$ cat config.mk
export PLATFORM = sky130hd
export DESIGN_NAME = bsg_cordic_hyperbolic_iter_ctrl
export DESIGN_NICKNAME = d
export VERILOG_FILES = /design/src/rtl/bsg_cordic_hyp_pkg.sv /design/src/rtl/bsg_cordic_hyperbolic_atanh_rom.sv /design/src/rtl/bsg_cordic_hyperbolic_iter_ctrl.sv
export SDC_FILE = /design/constraint.sdc
export NUM_CORES = 1
export LEC_CHECK = 0
export CELL_PAD_IN_SITES_DETAIL_PLACEMENT = 0
export CELL_PAD_IN_SITES_GLOBAL_PLACEMENT = 1
export CORE_ASPECT_RATIO = 1.25
export CORE_MARGIN = 8
export CORE_UTILIZATION = 35
export CTS_BUF_LIST = sky130_fd_sc_hd__clkbuf_16
export CTS_CLUSTER_SIZE = 30
export DETAILED_ROUTE_END_ITERATION = 10
export PLACE_DENSITY = 0.77
export SYNTH_ARGS = -nofsm -noshare
export SYNTH_HDL_FRONTEND = slang
export SYNTH_HIERARCHICAL = 1
export SYNTH_SLANG_ARGS = --single-unit
$ cat constraint.sdc
create_clock -name clk_i -period 5.95 [get_ports clk_i]
set_input_delay 0.8925 -clock clk_i [delete_from_list [all_inputs] [get_ports clk_i]]
set_output_delay 0.8925 -clock clk_i [all_outputs]
set_load 0.05 [all_outputs]
$ cat src/rtl/bsg_cordic_hyp_pkg.sv
// Shared types and constants for the iterative hyperbolic CORDIC engine:
// FSM states, repeat-iteration schedule and the 1/K_h start gains.
package bsg_cordic_hyp_pkg;

    typedef enum logic [1:0] {
        e_idle = 2'd0,
        e_iter = 2'd1,
        e_done = 2'd2
    } state_e;

    // Hyperbolic iterations that must be executed twice for convergence
    localparam int unsigned rep_k0_lp = 4;
    localparam int unsigned rep_k1_lp = 13;
    localparam int unsigned rep_k2_lp = 40;
    localparam int unsigned rep_k3_lp = 121;

    // 1/K_h at 14 fractional bits, with and without repeated iterations
    localparam int gain_frac_lp      = 14;
    localparam int gain_rep_q14_lp   = 19784;
    localparam int gain_norep_q14_lp = 19745;

    function automatic logic is_repeat_k(input int unsigned k);
        return (k == rep_k0_lp) || (k == rep_k1_lp) || (k == rep_k2_lp) || (k == rep_k3_lp);
    endfunction

    // Number of repeated iterations for a given base stage count
    function automatic int unsigned num_repeats(input int unsigned stages);
        int unsigned r;
        r = 0;
        if (rep_k0_lp <= stages) r++;
        if (rep_k1_lp <= stages) r++;
        if (rep_k2_lp <= stages) r++;
        if (rep_k3_lp <= stages) r++;
        return r;
    endfunction

    // Rescale a q14 gain constant to the datapath fraction width
    function automatic int gain_scaled(input int gain_q14, input int unsigned frac);
        if (frac >= 32'(gain_frac_lp))
            return gain_q14 <<< (frac - 32'(gain_frac_lp));
        else
            return gain_q14 >>> (32'(gain_frac_lp) - frac);
    endfunction

endpackage

$ cat src/rtl/bsg_cordic_hyperbolic_atanh_rom.sv
// Combinational k -> atanh(2^-k) table, rounded to ang_frac_p bits with a 1 LSB floor.
module bsg_cordic_hyperbolic_atanh_rom #(
    parameter  int unsigned ang_width_p = 16,
    parameter  int unsigned ang_frac_p  = 14,
    parameter  int unsigned stages_p    = 16,
    localparam int unsigned k_width_lp  = $clog2(stages_p + 2)
) (
    input  logic [k_width_lp-1:0]  k_i,
    output logic [ang_width_p-1:0] atanh_o
);

    localparam int unsigned depth_lp = 1 << k_width_lp;

    // Series atanh(x) = sum x^(2n+1)/(2n+1), evaluated in q60 at elaboration
    function automatic logic [ang_width_p-1:0] atanh_entry(input int unsigned k);
        longint unsigned acc;
        longint unsigned q;
        int unsigned     e;
        acc = 64'd0;
        for (int unsigned n = 0; n < 32; n++) begin
            e = k * (2 * n + 1);
            if (e <= 60)
                acc += (64'd1 << (60 - e)) / 64'(2 * n + 1);
        end
        q = (acc + (64'd1 << (59 - ang_frac_p))) >> (60 - ang_frac_p);
        if (q == 64'd0)
            q = 64'd1;
        return ang_width_p'(q);
    endfunction

    logic [ang_width_p-1:0] rom [depth_lp];

    for (genvar i = 0; i < depth_lp; i++) begin : g_rom
        if (i == 0) begin : g_zero
            assign rom[i] = '0;
        end else begin : g_val
            localparam logic [ang_width_p-1:0] val_lp = atanh_entry(i);
            assign rom[i] = val_lp;
        end
    end

    assign atanh_o = rom[k_i];

endmodule

$ cat src/rtl/bsg_cordic_hyperbolic_iter_ctrl.sv
// Iterative hyperbolic CORDIC: one shared micro-rotation, cosh/sinh via valid/yumi.
// BSG_CORDIC_HYP_REPEAT_EN enables the repeated iterations (k = 4, 13, 40, 121).
module bsg_cordic_hyperbolic_iter_ctrl
    import bsg_cordic_hyp_pkg::*;
#(
    parameter int unsigned ans_width_p = 16,
    parameter int unsigned ans_frac_p  = 14,
    parameter int unsigned ang_width_p = 16,
    parameter int unsigned ang_frac_p  = 14,
    parameter int unsigned stages_p    = 16
) (
    input  logic                   clk_i,
    input  logic                   reset_n_i,
    input  logic                   v_i,
    input  logic [ang_width_p-1:0] ang_i,
    output logic                   ready_o,
    output logic                   v_o,
    output logic [ans_width_p-1:0] cosh_o,
    output logic [ans_width_p-1:0] sinh_o,
    input  logic                   yumi_i
);

    localparam int unsigned k_width_lp = $clog2(stages_p + 2);

`ifdef BSG_CORDIC_HYP_REPEAT_EN
    localparam logic rep_en_lp  = 1'b1;
    localparam int   gain_q_lp  = gain_scaled(gain_rep_q14_lp, ans_frac_p);
`else
    localparam logic rep_en_lp  = 1'b0;
    localparam int   gain_q_lp  = gain_scaled(gain_norep_q14_lp, ans_frac_p);
`endif

    state_e state_r, state_n;

    logic signed [ans_width_p-1:0] x_r, y_r, x_shift, y_shift, x_n, y_n;
    logic signed [ang_width_p-1:0] z_r, z_n, atanh_k;
    logic [k_width_lp-1:0]         k_r;
    logic                          rep_r;
    logic                          do_rep;
    logic                          last_iter;

    bsg_cordic_hyperbolic_atanh_rom #(
        .ang_width_p (ang_width_p),
        .ang_frac_p  (ang_frac_p),
        .stages_p    (stages_p)
    ) atanh_rom (
        .k_i     (k_r),
        .atanh_o (atanh_k)
    );

    assign do_rep    = rep_en_lp && is_repeat_k(32'(k_r)) && !rep_r;
    assign last_iter = (k_r == k_width_lp'(stages_p)) && !do_rep;

    // Micro-rotation; both x and y updates use the pre-rotation values
    always_comb begin
        x_shift = x_r >>> k_r;
        y_shift = y_r >>> k_r;
        if (z_r[ang_width_p-1]) begin
            x_n = x_r - y_shift;
            y_n = y_r - x_shift;
            z_n = z_r + atanh_k;
        end else begin
            x_n = x_r + y_shift;
            y_n = y_r + x_shift;
            z_n = z_r - atanh_k;
        end
    end

    always_ff @(posedge clk_i) begin
        if (!reset_n_i)
            state_r <= e_idle;
        else
            state_r <= state_n;
    end

    always_comb begin
        state_n = state_r;
        unique case (state_r)
            e_idle:  if (v_i)       state_n = e_iter;
            e_iter:  if (last_iter) state_n = e_done;
            e_done:  if (yumi_i)    state_n = e_idle;
            default:                state_n = e_idle;
        endcase
    end

    always_comb begin
        ready_o = (state_r == e_idle);
        v_o     = (state_r == e_done);
        cosh_o  = x_r;
        sinh_o  = y_r;
    end

    // Datapath and iteration schedule registers
    always_ff @(posedge clk_i) begin
        if (!reset_n_i) begin
            x_r   <= '0;
            y_r   <= '0;
            z_r   <= '0;
            k_r   <= k_width_lp'(1);
            rep_r <= 1'b0;
        end else begin
            unique case (state_r)
                e_idle: if (v_i) begin
                    x_r   <= ans_width_p'(gain_q_lp);
                    y_r   <= '0;
                    z_r   <= ang_i;
                    k_r   <= k_width_lp'(1);
                    rep_r <= 1'b0;
                end
                e_iter: begin
                    x_r <= x_n;
                    y_r <= y_n;
                    z_r <= z_n;
                    if (do_rep) begin
                        rep_r <= 1'b1;
                    end else begin
                        rep_r <= 1'b0;
                        k_r   <= k_r + k_width_lp'(1);
                    end
                end
                default: ;
            endcase
        end
    end

endmodule

==> metrics.txt <==
Hold Path Origin=z_r[0]; root buf cell=clkbuf_16; WS Path Type=register to register; number of global-route vias before repair=7,007; Critical Path RT=6.16 ns; Num CTS Buffers=5; CP max stage delay=0.76 ns; asr flop ratio synth=0%; post-CTS sizing=0; die area=26,200 um2; fin cells=1,223; Die Span Y=179 um; htree depth=2; Max Cap Viol=0; synthesized cell area=7430 um2; routed vias/inst=5.87; worst-margin pin slew=1.10 ns; Routed Antenna Nets=0; GP Congestion=0.968; Worst path top cell family by delay=compound AO/OA/AOI/OAI gates; endpoints failing hold=0; overall routing resource usage=18.2%; Yosys cell types=93; hold_buf cts=0; Syn. warnings=6; PwrDens=521 nW/um2; worst r2r path cells=17; CTS sink count=55; Worst EP arrival=5.62 ns; DR pass1 iterations=5; synth-to-layout area growth=11.2%; slowest CP cell=dfxtp_4; clock buffer depth=2; Die Wd=146 um; nature of the critical path endpoint=register; grt total ovfl=0; period utilization=90.9%; synthesized area per cell=7.98 um2; drt total wl=24,300 um; Skew-Pair Late Insertion Delay=0.32 ns; placed cells=1,215; Hold Path End=z_r[0]; fin. max-slew vios=0; FF+latch count, synth=55; initial core utilization=35.7%; Seq/Total Area, Yosys=14.8%; Top FF cell, synth=dfxtp_1; Cell Chain, Critical Path=buf_4, or3b_1, a21oi_1, inv_1, ha_1, nand2b_1, nor4_1, nor2_1, xor2_1, ha_1, a2111oi_0, o21ai_0, a41o_1, and4_1, a2111oi_0, mux2i_1, a21boi_0; maximum vdd drop=189 uV; Final Skew=0.0107 ns; setup tns final=0 ns; status=finished clean; TritonCTS clock tree=yes; largest net degree at the start of global routing=57; RSZ-0062 raised after global routing=no; final setup fails=0; leakage=3.23 nW; CP Launch Type=register; HPWL Detailed=18,200 um; drt drc=0; Mapped Cells=931; cell depth of the worst setup path=17; initial antenna violation count=0; wire per inst=19.9 um; fmax=185 MHz; number of enable flip-flop cells after synthesis=0; fraction of layout cells with a size suffix above 1=9.17%; total vias in the final route=7,174; io pins=54; slew margin rel.=26.4%; Core Area=20,800 um2; postcts setup bufs=0; hold crit path type=register to register; Site Rows=59; minimum clock period=5.41 ns; worst reg2reg startpoint=k_r[1]; drt first-iter violations=527; Filler cells=2,178; Clk pin slew, worst setup/hold paths=0.09 ns; Worst Hold Depth=2; global-route wire length before repair=38,400 um; IO Port Bufs=53; critical path fanouts, max=46; reg-to-reg setup timing slack=0.54 ns; # nets final=1,021; number of diodes=0; number of buffer and inverter stages on the critical path=2; reg2reg end=z_r[14]
==> cells in the mapped netlist (16+ instances only) <==
master	number	area (um2)
nor2b_1	19	119
mux2_2	20	225
a21oi_1	57	285
ha_1	50	626
clkbuf_1	32	120
xnor2_1	29	254
nand3_1	35	175
nor3_1	25	125
mux2i_1	19	190
xor2_1	41	359
inv_1	33	124
nand2_1	54	203
and2_1	27	169
nand2b_1	20	125
nor2_1	73	274
a21boi_0	16	120
a22oi_1	22	165
dfxtp_1	55	1100
o21ai_0	56	280
==> worst min-delay path, stage by stage, from the launching register on <==
cell,delay [ns]
dfxtp_1,0.32
nand2_1,0.05
a21boi_0,0.06
==> placed cells by master, fill, tap and decap left out, drive strengths merged, types with 27 or more instances in the layout <==
cell type,Yosys,layout
ha,50,50
nand3,35,35
inv,33,33
o21ai,57,57
nor2,73,73
nand2,54,54
xnor2,29,29
xor2,41,41
clkdlybuf4s50,0,52
a21oi,57,57
and2,27,27
dfxtp,55,55
==> final cells by class <==
type | count | area (um2) | area share [%]
multi-input cells | 779 | 5850 | 70.8
flip-flops and latches | 55 | 1110 | 13.4
repair buffers | 73 | 688 | 8.32
well taps | 274 | 343 | 4.15
inverters | 34 | 128 | 1.54
clock buffers | 5 | 125 | 1.51
clock inverters | 3 | 25.0 | 0.303
==> report_power, final <==
part           internal, mW  switching, mW  total [mW]  leakage, nW
logic                  1.42           1.88        3.30         2.71
registers             0.456          0.220       0.676        0.452
clock network         0.159          0.171       0.330       0.0700
total                  2.04           2.27        4.31         3.23
==> flip-flops by register name (all words and copies together) (netlist names) <==
signal and count:
state_r 2, cosh_o 16, sinh_o 16, k_r 5, z_r 16
==> layer usage <==
metal | vias to the layer above | wire [um] | global-route usage, %
met5 | - | 0 | 0
met1 | 3372 | 9830 | 20.7
met2 | 244 | 12300 | 33.5
met3 | 60 | 1310 | 2.58
li1 | 3498 | - | -
met4 | 0 | 887 | 8.00
==> cells by family (layout without fill, tap and decap cells) <==
kind of cell | after synthesis | in the layout | share of synthesized area (%)
adder cells (fa/ha/maj) | 53 | 53 | 9.23
flip-flops | 55 | 55 | 14.8
XOR/XNOR | 70 | 70 | 8.25
buffers and inverters | 98 | 115 | 6.57
AND/OR/NAND/NOR | 320 | 320 | 22.8
multiplexers | 62 | 62 | 13.1
AO/OA/AOI/OAI | 272 | 272 | 25.2
other | 1 | 2 | 0.0505
==> stage by stage <==
step | hold WS, ns | setup WS, ns | cell area (um2) | utilization, % | power, mW
after CTS | 0.480 | 0.581 | 8270 | 39.7 | 4.31
after global routing | 0.499 | 0.253 | 8270 | 39.7 | 4.70
final | 0.476 | 0.541 | 8270 | 39.7 | 4.31
after detailed placement | 0.469 | 0.616 | 8120 | 39.0 | 3.95
after floorplan | 0.448 | 1.54 | 7430 | - | 3.19
after global placement | 0.460 | 0.621 | 8120 | 39.0 | 3.97
==> worst max path at each step <==
stage	from	to	slack, ns
2_1_floorplan	sinh_o[14]	cosh_o[15]	1.54
4_1_cts	k_r[1]	z_r[14]	0.58
5_1_grt	k_r[0]	cosh_o[15]	0.25
3_5_place_dp	k_r[1]	z_r[14]	0.62
3_3_place_gp	k_r[1]	z_r[14]	0.62
6_report	k_r[1]	z_r[14]	0.54
(Power assumes the default switching activity.)
==> RTL change 1: new RTL, config.mk and constraints unchanged <==
Change the localparam `rep_en_lp` from 1'b0 to 1'b1.
--- a/src/rtl/bsg_cordic_hyperbolic_iter_ctrl.sv
+++ b/src/rtl/bsg_cordic_hyperbolic_iter_ctrl.sv
@@ -28,3 +28,3 @@
 `else
-    localparam logic rep_en_lp  = 1'b0;
+    localparam logic rep_en_lp  = 1'b1;
     localparam int   gain_q_lp  = gain_scaled(gain_norep_q14_lp, ans_frac_p);
Function: changed (a bounded check fails within 10 cycles, from zero or initial values and one cycle with reset_n_i low).
==> RTL change 1 against the unedited design <==
Final area decreased by 4.7%. Combinational power grew 10%. Sequential share of layout area grew 0.88 points. Sequential cell count up 1. Critical path depth increased by 2. Total power rose by 8.5%. Global-route usage decreased by 1.3 points. Setup slack improved by 0.12 ns. Area after synthesis fell by 5.7%. Clock power about the same. Maximum frequency increased by 2.3%. Non-clock buffer count down 2. Routed wire length fell by 13%. Die area is 5.1% lower. Critical endpoint is now sinh_o[15]$_SDFFE_PN0P_. Largest cell class unchanged.
==> RTL change 1: results (changes against the unedited design) <==
Outcome
  – Outcome: complete, no violations

Synthesis
  – Post-synth cell types: 81 (-13%)
  – Seq/Total Area, Yosys: 15.99% (+1.2 points)
  – Avg Synthesized Cell Area: 7.948 µm² (-0.42%)
  – Leading cell types by total area after synthesis: dfxtp_1 16%, ha_1 9.1%, a21oi_1 6.3%

Drt
  – Starting DRC count in detailed routing: 474 (-10%)
  – Total iterations of the first detailed-routing run: 4 (-1)
  – Vias per inst: 5.693 (-3.0%)
  – DRT Wirelength: 21.12 mm (-13%)

Finish
  – Nets: 977 (-4.3%)
  – Layout fillers: 2133 (-2.1%)
  – Non-filler cells, final: 1174 (-4.0%)
  – Final Util: 39.62% (-0.093 points)
  – Layout cells sized above 1: 8.628% (-0.54 points)

Global routing
  – Global-route wire length before repair: 34.07 mm (-11%)
  – Largest net degree at the start of global routing: 44 (-23%)
  – Vias in the first global route: 6471 (-7.6%)
  – Total track usage: 16.92% (-1.3 points)

Place
  – Pre-CTS WS: 0.7075 ns (+0.09114 ns)
  – Dpl hpwl: 15.50 mm (-15%)
  – GPL Wtd Cong: 0.9117 (-5.8%)
  – Placed inst area: 0.007726 mm² (-4.8%)

Setup path
  – Slowest stage delay, CP: 0.89 ns (+0.13 ns)
  – Slowest cell on crit path: dfxtp_2
  – Crit Path Max Fanout: 38 (-17%)
  – Worst Path Arrival: 5.51 ns (-0.11 ns)

Pwr
  – Maximum vdd drop: 0.3893 mV (+110%)

STA
  – Clk_skew: 0.01536 ns (+0.004667 ns)
[RTL change 1: cell count changes in the layout (fill, tap and decap cells not counted), moves of 17 or more]
cell / unedited run / this run
nand3_1: 35 / 14
nor2_1: 72 / 100
and2_1: 27 / 4
a21oi_1: 57 / 88
xnor2_1: 29 / 46
o21ai_0: 56 / 39
[RTL change 1: final cells by class]
cell class	instances	area share [%]
clock inverter	3	0.3335
timing repair buffer	71	8.450
tap	270	4.288
multi-input combinational	739	69.63
sequential	56	14.28
clock buffer	5	1.588
inverter	30	1.429
[RTL change 1: worst paths after layout]
| check | slack, ns | cells past startpoint | endpoint | from |
|---|---|---|---|---|
| setup reg to reg | 0.66 | 19 | sinh_o[15]$_SDFFE_PN0P_ | k_r[1]$_SDFFE_PN0P_ |
| hold / removal | 0.47 | 2 | z_r[6]$_SDFFE_PN0P_ | z_r[6]$_SDFFE_PN0P_ |
| hold reg to reg | 0.47 | 2 | z_r[6]$_SDFFE_PN0P_ | z_r[6]$_SDFFE_PN0P_ |
| setup / recovery | 0.66 | 19 | sinh_o[15]$_SDFFE_PN0P_ | k_r[1]$_SDFFE_PN0P_ |
[RTL change 1: logic make-up (layout without fill, tap and decap cells)]
family	Yosys count	in the layout	share of synthesized area, %
AND/OR/NAND/NOR	284	284	19.88
other	1	2	0.05349
flip-flops	56	56	15.99
buffers and inverters	88	109	6.015
XOR/XNOR	81	81	10.12
adder cells (fa/ha/maj)	54	54	9.959
AO/OA/AOI/OAI	257	257	24.18
multiplexers	61	61	13.80
[RTL change 1: where the power goes]
part           leakage (nW)  switching (mW)  internal (mW)  total [mW]
sequential            0.461           0.239          0.473       0.712
combinational          2.56            1.99           1.65        3.63
clock                0.0680           0.169          0.160       0.329
[RTL change 1: worst register-to-register path, stage by stage, from the launching register on]
cell	delay (ns)
dfxtp_2	0.89
mux4_1	0.42
mux2i_1	0.11
or2_2	0.31
a31oi_1	0.45
inv_1	0.09
ha_1	0.28
mux2_2	0.29
inv_1	0.06
ha_1	0.21
nor2b_1	0.14
o31ai_1	0.35
a21oi_1	0.16
a41oi_1	0.32
a21oi_1	0.14
a31oi_1	0.26
o21ai_0	0.15
xnor2_1	0.15
or3_1	0.31
a31oi_1	0.13
[RTL change 1: per-layer routing]
layer | part of all wire [%] | up-vias | global-route usage, %
met1 | 43 | 3161 | 19.86
li1 | - | 3294 | -
met4 | 3.7 | 0 | 7.190
met5 | 0 | - | 0
met2 | 49 | 191 | 29.49
met3 | 4.8 | 37 | 2.855
==> RTL change 2: new RTL, same flow settings <==
Made on the original files. The 3 states of `state_e` get a one-hot encoding in 3 bits.
--- a/src/rtl/bsg_cordic_hyp_pkg.sv
+++ b/src/rtl/bsg_cordic_hyp_pkg.sv
@@ -4,6 +4,6 @@
 
-    typedef enum logic [1:0] {
-        e_idle = 2'd0,
-        e_iter = 2'd1,
-        e_done = 2'd2
+    typedef enum logic [2:0] {
+        e_idle = 3'b001,
+        e_iter = 3'b010,
+        e_done = 3'b100
     } state_e;
Check against the original RTL: no difference found for any inputs over 4 cycles, from zero or initial values and one cycle with reset_n_i low; so few cycles prove little.
==> RTL change 2 against the unedited design <==
Sequential cell count up 1. Critical path depth up 1. Setup slack better by 0.033 ns. Highest routed layer unchanged. Area after synthesis down 2.1%. Synthesized cell count down 3.5%. Final area down 1.4%. Routed wire length down 1.6%.
Power is not compared: it rests on default switching activity, and its combinational part moved more than twofold at a synthesized area within 25%.
==> RTL change 2: results (changes against the unedited design) <==
Drt
  – Total iterations of the first detailed-routing run: 5 (unchanged)
  – Vias post-DR: 7094 (-1.1%)
  – Met3 WL: 1.133 mm (-13%)
  – Routed length on met1: 9.476 mm (-3.6%)
  – Routed len/inst: 19.99 µm (+0.63%)
  – Starting DRC count in detailed routing: 488 (-7.4%)
  – Routed wl met2: 12.38 mm (+0.83%)

Place
  – GPL Wtd Cong: 0.9243 (-4.5%)
  – Dpl hpwl: 17.63 mm (-3.3%)
  – Placed inst area: 0.008018 mm² (-1.2%)
  – Port Buffer Count: 53 (unchanged)

Finish
  – Multi-input gates: 761 (-2.3%)
  – Seq area share: 13.78% (+0.39 points)
  – Clock-cell share: 1.642% (-0.17 points)
  – Buffering overhead: 8.626% (+0.30 points)
  – Layout fillers: 2107 (-3.3%)
  – Inverters: 23 (-32%)
  – Clkbuf count: 5 (unchanged)
  – Non-clk bufs: 75 (+2.7%)
  – Fraction of area in multi-input gates: 70.68% (-0.090 points)
  – Nets: 995 (-2.5%)
  – Layout cells sized above 1: 9.544% (+0.38 points)

Worst hold path
  – Hold path cells: 2 (unchanged)
  – Worst Hold Path EP: z_r[9]$_SDFFE_PN0P_
  – Worst min-delay path startpoint: z_r[9]$_SDFFE_PN0P_
  – Hold Crit Class: reg2reg

Setup path
  – R2R Setup Slk: 0.57 ns (+0.03 ns)
  – Worst Path Arrival: 5.57 ns (-0.05 ns)
  – Crit Path Max Fanout: 20 (-57%)
  – R2R cell count: 18 (+1)
  – FF-to-FF End: sinh_o[15]$_SDFFE_PN0P_

Global routing
  – Met1 Use GR: 20.24% (-0.50 points)
  – Total track usage: 18.40% (+0.15 points)
  – Met3 Use GR: 2.405% (-0.17 points)
  – Largest net degree at the start of global routing: 55 (-3.5%)
  – GR Util met2: 34.46% (+0.96 points)
  – Vias in the first global route: 7029 (+0.31%)
  – Initial antenna violation count: 0 (unchanged)
  – Global-route wire length before repair: 38.03 mm (-0.92%)

Outcome
  – Outcome: complete, no violations

STA
  – Worst Tran Pin Value: 0.8989 ns (-0.1971 ns)
  – Fin Hold WS: 0.5582 ns (+0.08194 ns)
  – Clk_skew: 0.01064 ns (-0.00005290 ns)

Synthesis
  – Post-synth cell types: 88 (-5.4%)
  – Flops & latches, synth: 56 (+1.8%)
  – Leading cell types by total area after synthesis: dfxtp_1 15%, mux4_2 9.3%, ha_1 8.6%
  – Seq/Total Area, Yosys: 15.41% (+0.60 points)
  – List of most frequent post-synthesis cells: 87 x nand2_1, 65 x nor2_1, 63 x a21oi_1

Pwr
  – Seq. pwr: roughly 0.43 mW
  – P_leak: around 3.3 nW

Clock tree
  – Clk root buf: clkbuf_16
==> RTL change 2: changes by cell type after synthesis, sizes merged, moves of 9 or more <==
| cell | unedited run | this run |
|---|---|---|
| o211a | 2 | 11 |
| nand2 | 54 | 87 |
| a21boi | 16 | 5 |
| o21ai | 57 | 44 |
| xnor2 | 29 | 38 |
| inv | 33 | 23 |
| mux2 | 20 | 10 |
| buf | 30 | 21 |
| nand3 | 35 | 21 |
==> RTL change 2: worst max-delay path: stages, from the launching register on <==
cell,delay [ns]
dfxtp_2,0.64
mux4_2,0.59
mux2i_1,0.35
o21ai_0,0.20
nor2_1,0.22
ha_1,0.24
inv_1,0.04
or3_1,0.39
nor4_2,0.28
and3_1,0.25
nor2_1,0.06
xor2_1,0.18
ha_1,0.20
or3_1,0.32
a211oi_1,0.36
nor4b_1,0.11
a2111oi_0,0.56
xnor2_1,0.18
o21ai_1,0.06
==> RTL change 2: kinds of logic after synthesis <==
logic type | after synthesis | synth area share (%)
other cells | 1 | 0.05156
mux | 65 | 14.55
xor+xnor | 78 | 9.393
simple gates | 320 | 23.07
compound gates | 243 | 22.54
flops | 56 | 15.41
buf+inv | 82 | 5.557
fa+ha+maj | 53 | 9.427
==> RTL change 2: stage by stage <==
| stage | power [mW] | instances | setup WS (ns) | utilization [%] |
|---|---|---|---|---|
| 2_1_floorplan | 1.045 | 899 | 1.064 | - |
| 3_3_place_gp | 1.211 | 1189 | 0.6714 | 38.93 |
| 3_5_place_dp | 1.212 | 1189 | 0.5925 | 38.93 |
| 4_1_cts | 1.529 | 1196 | 0.5660 | 39.58 |
| 5_1_grt | 1.633 | 1196 | 0.05269 | 39.58 |
| 6_report | 1.516 | 1196 | 0.5741 | 39.58 |
